### src/rtl/pipeline_hazard_ctrl_if.sv
// Bundle of ID-stage operand info, stall-cause inputs and pipeline control outputs
// exchanged between the hazard controller (slave) and the pipeline datapath (master).
interface pipeline_hazard_ctrl_if #(
    parameter int NREGS = 32,
    parameter int IDX_W = 5,
    parameter int LAT_W = 3
) ();
    logic             id_valid;
    logic [IDX_W-1:0] id_rs1;
    logic [IDX_W-1:0] id_rs2;
    logic             id_rs1_used;
    logic             id_rs2_used;
    logic [IDX_W-1:0] id_rd;
    logic             id_rd_we;
    logic [LAT_W-1:0] id_lat;
    logic             flush;
    logic             icache_miss;
    logic             dcache_miss;
    logic             perf_clr;

    logic             write_enable_IF_ID;
    logic             write_enable_ID_EX;
    logic             write_enable_EX_M;
    logic             write_enable_M_WB;
    logic             stall_pc;
    logic             bubble_ID_EX;
    logic             flush_IF_ID;
    logic [NREGS-1:0] sb_busy;
    logic [1:0]       stall_reason;
    logic [31:0]      perf_hazard_cycles;
    logic [31:0]      perf_freeze_cycles;

    modport slave (
        input  id_valid, id_rs1, id_rs2, id_rs1_used, id_rs2_used,
        input  id_rd, id_rd_we, id_lat, flush, icache_miss, dcache_miss, perf_clr,
        output write_enable_IF_ID, write_enable_ID_EX, write_enable_EX_M, write_enable_M_WB,
        output stall_pc, bubble_ID_EX, flush_IF_ID, sb_busy, stall_reason,
        output perf_hazard_cycles, perf_freeze_cycles
    );

    modport master (
        output id_valid, id_rs1, id_rs2, id_rs1_used, id_rs2_used,
        output id_rd, id_rd_we, id_lat, flush, icache_miss, dcache_miss, perf_clr,
        input  write_enable_IF_ID, write_enable_ID_EX, write_enable_EX_M, write_enable_M_WB,
        input  stall_pc, bubble_ID_EX, flush_IF_ID, sb_busy, stall_reason,
        input  perf_hazard_cycles, perf_freeze_cycles
    );
endinterface

### src/rtl/pipeline_hazard_ctrl.sv
// Register scoreboard and stall sequencer for a 5-stage pipeline.
// Define HAZ_PERF_EN to build the hazard/freeze cycle statistics counters.
module pipeline_hazard_ctrl #(
    parameter int NREGS = 32,
    parameter int IDX_W = 5,
    parameter int LAT_W = 3
) (
    input  logic                   clk,
    input  logic                   reset,
    pipeline_hazard_ctrl_if.slave  hc
);
    localparam logic [1:0] RSN_RUN     = 2'd0;
    localparam logic [1:0] RSN_HAZARD  = 2'd1;
    localparam logic [1:0] RSN_IMISS   = 2'd2;
    localparam logic [1:0] RSN_DFREEZE = 2'd3;

    logic [LAT_W-1:0] sb_q [NREGS];
    logic [LAT_W-1:0] sb_d [NREGS];
    logic [1:0]       stall_reason_q;
    logic [1:0]       stall_reason_d;

    logic             rs1_busy_s;
    logic             rs2_busy_s;
    logic             hazard_s;
    logic             issue_s;
    logic [LAT_W-1:0] lat_load_s;
    logic [NREGS-1:0] busy_s;

    logic             we_if_id_s;
    logic             we_id_ex_s;
    logic             we_ex_m_s;
    logic             we_m_wb_s;
    logic             stall_pc_s;
    logic             bubble_id_ex_s;
    logic             flush_if_id_s;

    // RAW hazard detection against the scoreboard for the instruction in ID
    always_comb begin
        rs1_busy_s = hc.id_rs1_used && (hc.id_rs1 != {IDX_W{1'b0}}) &&
                     (sb_q[hc.id_rs1] != {LAT_W{1'b0}});
        rs2_busy_s = hc.id_rs2_used && (hc.id_rs2 != {IDX_W{1'b0}}) &&
                     (sb_q[hc.id_rs2] != {LAT_W{1'b0}});
        hazard_s   = hc.id_valid && (rs1_busy_s || rs2_busy_s);
        issue_s    = hc.id_valid && !hc.dcache_miss && !hc.flush && !hazard_s;
        // A latency of 0 behaves like 1, i.e. the result is usable the next cycle.
        if (hc.id_lat == {LAT_W{1'b0}}) begin
            lat_load_s = {LAT_W{1'b0}};
        end else begin
            lat_load_s = hc.id_lat - {{(LAT_W-1){1'b0}}, 1'b1};
        end
    end

    // Scoreboard next state: load on issue, otherwise count down; frozen on D-cache miss
    always_comb begin
        for (int r = 0; r < NREGS; r++) begin
            sb_d[r] = sb_q[r];
            if (r == 0) begin
                sb_d[r] = {LAT_W{1'b0}};
            end else if (hc.dcache_miss) begin
                sb_d[r] = sb_q[r];
            end else if (issue_s && hc.id_rd_we && (hc.id_rd == IDX_W'(r))) begin
                sb_d[r] = lat_load_s;
            end else if (sb_q[r] != {LAT_W{1'b0}}) begin
                sb_d[r] = sb_q[r] - {{(LAT_W-1){1'b0}}, 1'b1};
            end else begin
                sb_d[r] = sb_q[r];
            end
        end
    end

    // Scoreboard counter registers
    always_ff @(posedge clk or posedge reset) begin
        if (reset) begin
            for (int r = 0; r < NREGS; r++) begin
                sb_q[r] <= {LAT_W{1'b0}};
            end
        end else begin
            sb_q <= sb_d;
        end
    end

    // Busy vector view of the scoreboard
    always_comb begin
        for (int r = 0; r < NREGS; r++) begin
            busy_s[r] = (sb_q[r] != {LAT_W{1'b0}});
        end
    end

    // Stall arbitration: freeze > flush > hazard > I-cache miss > run
    always_comb begin
        we_if_id_s     = 1'b1;
        we_id_ex_s     = 1'b1;
        we_ex_m_s      = 1'b1;
        we_m_wb_s      = 1'b1;
        stall_pc_s     = 1'b0;
        bubble_id_ex_s = 1'b0;
        flush_if_id_s  = 1'b0;
        stall_reason_d = RSN_RUN;
        if (hc.dcache_miss) begin
            we_if_id_s     = 1'b0;
            we_id_ex_s     = 1'b0;
            we_ex_m_s      = 1'b0;
            we_m_wb_s      = 1'b0;
            stall_pc_s     = 1'b1;
            stall_reason_d = RSN_DFREEZE;
        end else if (hc.flush) begin
            bubble_id_ex_s = 1'b1;
            flush_if_id_s  = 1'b1;
            stall_reason_d = RSN_RUN;
        end else if (hazard_s) begin
            // Hold IF/ID and the PC, let older stages drain behind a bubble.
            we_if_id_s     = 1'b0;
            stall_pc_s     = 1'b1;
            bubble_id_ex_s = 1'b1;
            stall_reason_d = RSN_HAZARD;
        end else if (hc.icache_miss) begin
            stall_pc_s     = 1'b1;
            flush_if_id_s  = 1'b1;
            stall_reason_d = RSN_IMISS;
        end else begin
            stall_reason_d = RSN_RUN;
        end
    end

    // Stall cause register, updated every cycle including during freeze
    always_ff @(posedge clk or posedge reset) begin
        if (reset) begin
            stall_reason_q <= RSN_RUN;
        end else begin
            stall_reason_q <= stall_reason_d;
        end
    end

`ifdef HAZ_PERF_EN
    logic [31:0] perf_haz_q;
    logic [31:0] perf_haz_d;
    logic [31:0] perf_frz_q;
    logic [31:0] perf_frz_d;

    // Saturating statistics counters; clear wins over increment
    always_comb begin
        perf_haz_d = perf_haz_q;
        perf_frz_d = perf_frz_q;
        if (hc.perf_clr) begin
            perf_haz_d = 32'd0;
            perf_frz_d = 32'd0;
        end else begin
            if ((stall_reason_d == RSN_HAZARD) && (perf_haz_q != 32'hFFFF_FFFF)) begin
                perf_haz_d = perf_haz_q + 32'd1;
            end else begin
                perf_haz_d = perf_haz_q;
            end
            if (hc.dcache_miss && (perf_frz_q != 32'hFFFF_FFFF)) begin
                perf_frz_d = perf_frz_q + 32'd1;
            end else begin
                perf_frz_d = perf_frz_q;
            end
        end
    end

    // Statistics counter registers
    always_ff @(posedge clk or posedge reset) begin
        if (reset) begin
            perf_haz_q <= 32'd0;
            perf_frz_q <= 32'd0;
        end else begin
            perf_haz_q <= perf_haz_d;
            perf_frz_q <= perf_frz_d;
        end
    end

    assign hc.perf_hazard_cycles = perf_haz_q;
    assign hc.perf_freeze_cycles = perf_frz_q;
`else
    logic perf_clr_unused_s;
    assign perf_clr_unused_s     = hc.perf_clr;
    assign hc.perf_hazard_cycles = 32'd0;
    assign hc.perf_freeze_cycles = 32'd0;
`endif

    assign hc.write_enable_IF_ID = we_if_id_s;
    assign hc.write_enable_ID_EX = we_id_ex_s;
    assign hc.write_enable_EX_M  = we_ex_m_s;
    assign hc.write_enable_M_WB  = we_m_wb_s;
    assign hc.stall_pc           = stall_pc_s;
    assign hc.bubble_ID_EX       = bubble_id_ex_s;
    assign hc.flush_IF_ID        = flush_if_id_s;
    assign hc.sb_busy            = busy_s;
    assign hc.stall_reason       = stall_reason_q;
endmodule
### src/flat_wrapper.sv
// flat-port wrapper written by rule: the top's interface ports become plain ports
module pipeline_hazard_ctrl_flat 
#(
    parameter int NREGS = 32,
    parameter int IDX_W = 5,
    parameter int LAT_W = 3
)
  (clk, reset, hc_id_valid, hc_id_rs1, hc_id_rs2, hc_id_rs1_used, hc_id_rs2_used, hc_id_rd, hc_id_rd_we, hc_id_lat, hc_flush, hc_icache_miss, hc_dcache_miss, hc_perf_clr, hc_write_enable_IF_ID, hc_write_enable_ID_EX, hc_write_enable_EX_M, hc_write_enable_M_WB, hc_stall_pc, hc_bubble_ID_EX, hc_flush_IF_ID, hc_sb_busy, hc_stall_reason, hc_perf_hazard_cycles, hc_perf_freeze_cycles);
  pipeline_hazard_ctrl_if #(.NREGS(NREGS), .IDX_W(IDX_W), .LAT_W(LAT_W)) hc_i ();
  input  logic clk;
  input  logic reset;
  input wire logic [$bits(hc_i.id_valid)-1:0] hc_id_valid;
  input wire logic [$bits(hc_i.id_rs1)-1:0] hc_id_rs1;
  input wire logic [$bits(hc_i.id_rs2)-1:0] hc_id_rs2;
  input wire logic [$bits(hc_i.id_rs1_used)-1:0] hc_id_rs1_used;
  input wire logic [$bits(hc_i.id_rs2_used)-1:0] hc_id_rs2_used;
  input wire logic [$bits(hc_i.id_rd)-1:0] hc_id_rd;
  input wire logic [$bits(hc_i.id_rd_we)-1:0] hc_id_rd_we;
  input wire logic [$bits(hc_i.id_lat)-1:0] hc_id_lat;
  input wire logic [$bits(hc_i.flush)-1:0] hc_flush;
  input wire logic [$bits(hc_i.icache_miss)-1:0] hc_icache_miss;
  input wire logic [$bits(hc_i.dcache_miss)-1:0] hc_dcache_miss;
  input wire logic [$bits(hc_i.perf_clr)-1:0] hc_perf_clr;
  output wire logic [$bits(hc_i.write_enable_IF_ID)-1:0] hc_write_enable_IF_ID;
  output wire logic [$bits(hc_i.write_enable_ID_EX)-1:0] hc_write_enable_ID_EX;
  output wire logic [$bits(hc_i.write_enable_EX_M)-1:0] hc_write_enable_EX_M;
  output wire logic [$bits(hc_i.write_enable_M_WB)-1:0] hc_write_enable_M_WB;
  output wire logic [$bits(hc_i.stall_pc)-1:0] hc_stall_pc;
  output wire logic [$bits(hc_i.bubble_ID_EX)-1:0] hc_bubble_ID_EX;
  output wire logic [$bits(hc_i.flush_IF_ID)-1:0] hc_flush_IF_ID;
  output wire logic [$bits(hc_i.sb_busy)-1:0] hc_sb_busy;
  output wire logic [$bits(hc_i.stall_reason)-1:0] hc_stall_reason;
  output wire logic [$bits(hc_i.perf_hazard_cycles)-1:0] hc_perf_hazard_cycles;
  output wire logic [$bits(hc_i.perf_freeze_cycles)-1:0] hc_perf_freeze_cycles;
  assign hc_i.id_valid = hc_id_valid;
  assign hc_i.id_rs1 = hc_id_rs1;
  assign hc_i.id_rs2 = hc_id_rs2;
  assign hc_i.id_rs1_used = hc_id_rs1_used;
  assign hc_i.id_rs2_used = hc_id_rs2_used;
  assign hc_i.id_rd = hc_id_rd;
  assign hc_i.id_rd_we = hc_id_rd_we;
  assign hc_i.id_lat = hc_id_lat;
  assign hc_i.flush = hc_flush;
  assign hc_i.icache_miss = hc_icache_miss;
  assign hc_i.dcache_miss = hc_dcache_miss;
  assign hc_i.perf_clr = hc_perf_clr;
  assign hc_write_enable_IF_ID = hc_i.write_enable_IF_ID;
  assign hc_write_enable_ID_EX = hc_i.write_enable_ID_EX;
  assign hc_write_enable_EX_M = hc_i.write_enable_EX_M;
  assign hc_write_enable_M_WB = hc_i.write_enable_M_WB;
  assign hc_stall_pc = hc_i.stall_pc;
  assign hc_bubble_ID_EX = hc_i.bubble_ID_EX;
  assign hc_flush_IF_ID = hc_i.flush_IF_ID;
  assign hc_sb_busy = hc_i.sb_busy;
  assign hc_stall_reason = hc_i.stall_reason;
  assign hc_perf_hazard_cycles = hc_i.perf_hazard_cycles;
  assign hc_perf_freeze_cycles = hc_i.perf_freeze_cycles;
  pipeline_hazard_ctrl #(.NREGS(NREGS), .IDX_W(IDX_W), .LAT_W(LAT_W)) u_core (.clk(clk), .reset(reset), .hc(hc_i));
endmodule
### config.mk
export PLATFORM = sky130hd
export DESIGN_NAME = pipeline_hazard_ctrl_flat
export DESIGN_NICKNAME = d
export VERILOG_FILES = /design/src/rtl/pipeline_hazard_ctrl_if.sv /design/src/rtl/pipeline_hazard_ctrl.sv /design/src/flat_wrapper.sv
export SDC_FILE = /design/constraint.sdc
export NUM_CORES = 1
export LEC_CHECK = 0
export CORE_MARGIN = 4
export CORE_UTILIZATION = 60
export CTS_CLUSTER_SIZE = 12
export DETAILED_ROUTE_END_ITERATION = 12
export PLACE_DENSITY = 0.88
export SETUP_SLACK_MARGIN = 0.05
export SKIP_CTS_REPAIR_TIMING = 1
export SYNTH_ARGS = -nofsm -noshare
export SYNTH_HDL_FRONTEND = slang
export SYNTH_SLANG_ARGS = --single-unit
### constraint.sdc
create_clock -name clk -period 5.8 [get_ports clk]
set_input_delay 1.16 -clock clk [delete_from_list [all_inputs] [get_ports clk]]
set_output_delay 1.16 -clock clk [all_outputs]
set_load 0.01 [all_outputs]
* Yosys cells after proc, flatten, opt, wreduce, memory -nomap -nowiden
Cells that the tools add are included.
Storage, ports and cells: flip-flop bits (word level) 95, bits in latches 0, bits in writable memories 0, bits in read-only memories 0, input port bits 28, memories kept 0
Cells by class: add/subtract/negate cells 32, multipliers 0, divide/modulo/power cells 0, magnitude comparators 2, equality and inequality tests 31, shifts and indexed selects 0, muxes and demuxes 87, bitwise logic cells 3, reduce and logical (&&, ||, !) cells 142
Operator list (count):
- $mux 3 | 67
- $reduce_bool 3->1 | 33
- $sub 3x1->3 const B | 32
- $eq 5x5->1 const B | 16
- $reduce_and 2->1 | 31
- $reduce_bool 2->1 | 31
- $eq 5x4->1 const B | 8
- $logic_and 1x1->1 | 40
- $bmux 3 s5 | 2
- $eq 5x3->1 const B | 4
- $mux 1 | 14
- $ge 6x6->1 const B | 2
- $not 5->6 | 2
- $eq 5x2->1 const B | 2
- $reduce_bool 5->1 | 2
- $mux 2 | 4
- $eq 5x1->1 const B | 1
- $logic_not 1->1 | 3
- $logic_not 3->1 | 1
- $logic_or 1x1->1 | 1
- $not 1->1 | 1

* Longest topological paths before layout
word-level depth 14, depth in mapped cells 12, mapped depth without buffers 8

* Worst setup path after synthesis
No wires, ideal clock.
path kind in2out, start point input port hc_id_rs1[0], end point output port hc_stall_pc, arrival 3.444 ns, data required time 4.640 ns, setup slack 1.196 ns, stages on the path 11, cells stage by stage buf_2 > buf_4 > nor4_1 > o2111ai_1 > o2111ai_1 > o41ai_1 > clkbuf_1 > buf_4 > or2_2 > a21oi_1 > o21ai_0
Between the ends: longest elaborated chain between the ends 11, elaborated cells between the ends (all ways) 13
Ends and longest elaborated chain:
- start, declared | RTL line flat_wrapper.sv:13 | input wire logic [$bits(hc_i.id_rs1)-1:0] hc_id_rs1;
- $not 5->6 (implied by the code) | RTL line pipeline_hazard_ctrl.sv:40 | (sb_q[hc.id_rs1] != {LAT_W{1'b0}});
- $bmux 3 s5 | RTL line pipeline_hazard_ctrl.sv:40
- $mux 3 (implied by the code) (2 in series) | RTL line pipeline_hazard_ctrl.sv:40
- $reduce_bool 3->1 | RTL line pipeline_hazard_ctrl.sv:40
- $logic_and 1x1->1 * | RTL line pipeline_hazard_ctrl.sv:39 | rs1_busy_s = hc.id_rs1_used && (hc.id_rs1 != {IDX_W{1'b0}}) &&
- $logic_or 1x1->1 * | RTL line pipeline_hazard_ctrl.sv:43 | hazard_s = hc.id_valid && (rs1_busy_s || rs2_busy_s);
- $logic_and 1x1->1 * | RTL line pipeline_hazard_ctrl.sv:43
- $mux 1 * | RTL line pipeline_hazard_ctrl.sv:110 | end else if (hazard_s) begin
- $mux 1 * | RTL line pipeline_hazard_ctrl.sv:106 | end else if (hc.flush) begin
- $mux 1 * | RTL line pipeline_hazard_ctrl.sv:99 | if (hc.dcache_miss) begin
- end, declared | RTL line flat_wrapper.sv:28 | output wire logic [$bits(hc_i.stall_pc)-1:0] hc_stall_pc;
Mark *: on every way between the ends. The rest lies on a longest branch, timed or not. The select of a mux whose other input is x is not followed.

* Worst setup path after layout
start point input port hc_id_rs2[0], end point output port hc_stall_pc
Between the ends: longest elaborated chain between the ends 11, elaborated cells between the ends (all ways) 13
Ends and longest elaborated chain:
- start, declared | RTL line flat_wrapper.sv:14 | input wire logic [$bits(hc_i.id_rs2)-1:0] hc_id_rs2;
- $not 5->6 (implied by the code) | RTL line pipeline_hazard_ctrl.sv:42 | (sb_q[hc.id_rs2] != {LAT_W{1'b0}});
- $bmux 3 s5 | RTL line pipeline_hazard_ctrl.sv:42
- $mux 3 (implied by the code) (2 in series) | RTL line pipeline_hazard_ctrl.sv:42
- $reduce_bool 3->1 | RTL line pipeline_hazard_ctrl.sv:42
- $logic_and 1x1->1 * | RTL line pipeline_hazard_ctrl.sv:41 | rs2_busy_s = hc.id_rs2_used && (hc.id_rs2 != {IDX_W{1'b0}}) &&
- $logic_or 1x1->1 * | RTL line pipeline_hazard_ctrl.sv:43
- $logic_and 1x1->1 * | RTL line pipeline_hazard_ctrl.sv:43
- $mux 1 * | RTL line pipeline_hazard_ctrl.sv:110
- $mux 1 * | RTL line pipeline_hazard_ctrl.sv:106
- $mux 1 * | RTL line pipeline_hazard_ctrl.sv:99
Marked as above.

==> run_results.csv <==
group,metric,value,unit
outcome,status,"finished, final reports clean",
place,gp_congestion,0.9511,
floorplanning,design.die.area,16370,µm²
global_routing,met1_usage,36.29,%
detailed_routing,wire_per_inst,17.88,µm
sta,timing.fmax,181.4,MHz
setup_path,end_kind,"output pin",
flow_run,maxCapViolations,0,
power,power_switching_share,42.19,%
setup_path,crit_top_cell,"clkdlybuf4s50_1",
sta,fin_tns_setup,0,ns
sta,report.final.slew_viol_count,0,
synthesis,synth_ff_type,"dfrtp_1",
floorplanning,ios,133,
global_routing,grtUsageTotal,27.55,%
sta,skew,0.006838,ns
place,placed_area,9124,µm²
global_routing,grt_pass1_wl,36300,µm
sta,hold_viol_final,0,
clocking,cts-root-buf,"clkbuf_16",
power,pwr_density_cell,369.1,nW/µm²
power,power_frac_seq,37.8,%
synthesis,netlist_area,8632,µm²
detailed_routing,drc,0,
detailed_routing,via_per_inst,6.225,
power,switchingPower,1.460,mW
power,comb_power_share,46.3,%
power,peakVddDrop,0.1797,mV
clocking,cts_tree,"built",
clocking,clk_path_buf_depth,2,
floorplanning,chipWidth,127.9,µm
synthesis,synth_warnings,0,
synthesis,ys_seq_elements,95,
cells_and_area,stdcell_area,9376,µm²
synthesis,synth_area_leaders,"dfrtp_1 28%, ha_1 9.3%, buf_4 6.2%",
global_routing,grt.busiest_layer,"met2",
synthesis,syn_area_per_cell,8.190,µm²
sta,worst_pin_slew,1.072,ns
synthesis,synth_top_area_share,27.54,%
floorplanning,die_h,127.9,µm
place,dp_hpwl,16250,µm
global_routing,antenna_found_initial,0,
cells_and_area,antenna_cells,0,
place,place_ws,0.3282,ns
sta,setup_ws,0.2883,ns
sta,rsz0062_at_grt,"false",
detailed_routing,drt_iter0_drc,985,
setup_path,crit_slowest_cell,"a2111oi_0",
cells_and_area,finalNetCount,1175,
synthesis,synth_common_cells,"112 x nor2_1, 95 x dfrtp_1, 72 x inv_1, 72 x nand3_1, 71 x buf_4",
setup_path,critPathKind,"in -> out",
floorplanning,rows,43,
global_routing,overflow,0,
detailed_routing,ant_nets,0,
synthesis,ys_types,66,
setup_path,cpLargestDelayFamily,"buffers and inverters",
setup_path,cp_max_fo,22,
global_routing,grt_util_met2,44.52,%
place,portBuffers,66,
setup_path,critPathRequiredTime,4.64,ns
clocking,clk_pin_slew,0.06,ns
detailed_routing,vias,7875,
global_routing,gr-usage-met3,5.833,%
setup_path,worstPathCellList,"clkdlybuf4s50_1 > buf_4 > nor4_1 > a2111oi_0 > a31oi_1 > and3_1 > nor4_4 > or2_2 > a21oi_1 > o21ai_0 > clkdlybuf4s50_1",
synthesis,yosys.area.top_type,"dfrtp_1",
floorplanning,initial_core_util,61.71,%
global_routing,grt_max_degree,65,
detailed_routing,drt_first_pass_iters,5,
sta,relSlewSlack,28.42,%
clocking,clk_latency,0.36,ns
synthesis,synth.most_common_cell,"nor2_1",
sta,setup_violations,0,
synthesis,synth_edf_count,0,
detailed_routing,wirelength,22610,µm
floorplanning,core_area,13990,µm²
clocking,cts_buffers,9,
synthesis,ys_seq_area_share,27.54,%
setup_path,slowest_delay,0.61,ns
hold_path,hp-class,"reg -> reg",
cells_and_area,final_layout_size_suffix_gt1_share,6.175,%
setup_path,crit_arrival,4.35,ns
synthesis,postSynthCellCount,1054,
power,p_int,2.001,mW
cells_and_area,syn_to_final_growth,8.624,%
power,leakage,3.993,nW
sta,finalCritPeriodShare,95.03,%
sta,min_period,5.512,ns
clocking,htree_num_levels,3,
clocking,clock_sinks,95,
setup_path,critPathBufInv,3,
global_routing,grt_pass1_vias,7314,
synthesis,async_flop_share,100.0,%
setup_path,critPathLaunchType,"input pin",
power,clockPowerShare,15.9,%
flip-flops by register name (all words and copies together), names as in the netlist:
signal / cells
u_core.hc.stall_reason: 2
u_core.sb_q: 93
path summary, 6_finish.rpt:
check / start / end / slack (ns) / cells after the start
worst max-delay path: hc_id_rs2[0] / hc_stall_pc / 0.29 / 11
worst min register to register: u_core.sb_q[68]$_DFFE_PP0P_ / u_core.sb_q[68]$_DFFE_PP0P_ / 0.58 / 2
worst max register to register: u_core.sb_q[63]$_DFFE_PP0P_ / u_core.sb_q[10]$_DFFE_PP0P_ / 2.39 / 9
min in group asynchronous: reset / u_core.hc.stall_reason[1]$_DFF_PP0_ / 1.30 / 2
max in group asynchronous: reset / u_core.sb_q[31]$_DFFE_PP0P_ / 3.51 / 3
worst min-delay path: u_core.sb_q[68]$_DFFE_PP0P_ / u_core.sb_q[68]$_DFFE_PP0P_ / 0.58 / 2
logic make-up after synthesis:
group | Yosys count | synth area share (%)
compound gates | 218 | 18.05
fa+ha+maj | 64 | 9.277
buf+inv | 202 | 12.20
flops | 95 | 27.54
mux | 16 | 2.768
other cells | 1 | 0.04344
simple gates | 458 | 30.12
routing by layer:
layer	wire, µm	part of all wire, %	vias to the layer above
li1	-	-	3732
met1	9169	41	3716
met2	10720	47	377
met3	2058	9.1	50
met4	665	2.9	0
met5	0	0	-
cell usage in the layout (no fill, tap or decap), drive strengths merged, types with 15 or more instances in the layout:
cell type,instances
clkdlybuf4s50,65
nor4b,23
o21ai,22
and3,19
nor4,25
nand3,72
buf,18
a211oi,25
nand2b,70
o22ai,25
nor2,112
a221o,20
conb,65
o21a,18
dfrtp,95
ha,64
nor2b,18
inv,72
a21oi,49
nand2,26
a22o,15
nor3,63
metrics by stage:
step / cells / hold slack [ns] / power, mW / util [%]
finish: 1265 / 0.5783 / 3.461 / 67.03
global route: 1265 / 0.6142 / 3.769 / 67.03
CTS: 1265 / 0.5792 / 3.449 / 67.03
global placement: 1252 / 0.5420 / 2.778 / 65.22
detailed placement: 1252 / 0.5616 / 2.890 / 65.22
floorplan: 1118 / 0.5177 / 2.478 / -
worst min-delay path, cell delays in order, from the launching register on:
cell	delay, ns
dfrtp_1	0.40
nand2_1	0.06
o211ai_1	0.07
power by group through the flow:
stage | clock (mW) | combinational [mW] | sequential [mW]
detailed placement | 0 | 1.59 | 1.30
global placement | 0 | 1.49 | 1.29
finish | 0.551 | 1.60 | 1.31
floorplan | 0 | 1.28 | 1.20
CTS | 0.557 | 1.60 | 1.29
global route | 0.585 | 1.83 | 1.35
cell type report:
type	count	area, µm²
Clock buffer	11	242.7
Clock inverter	2	10.01
Fill cell	1147	4612
Inverter	73	277.8
Multi-Input combinational cell	821	5460
Sequential cell	95	2377
Tap cell	180	225.2
Timing Repair Buffer	83	783.3
Power figures use the tool's default switching activity.
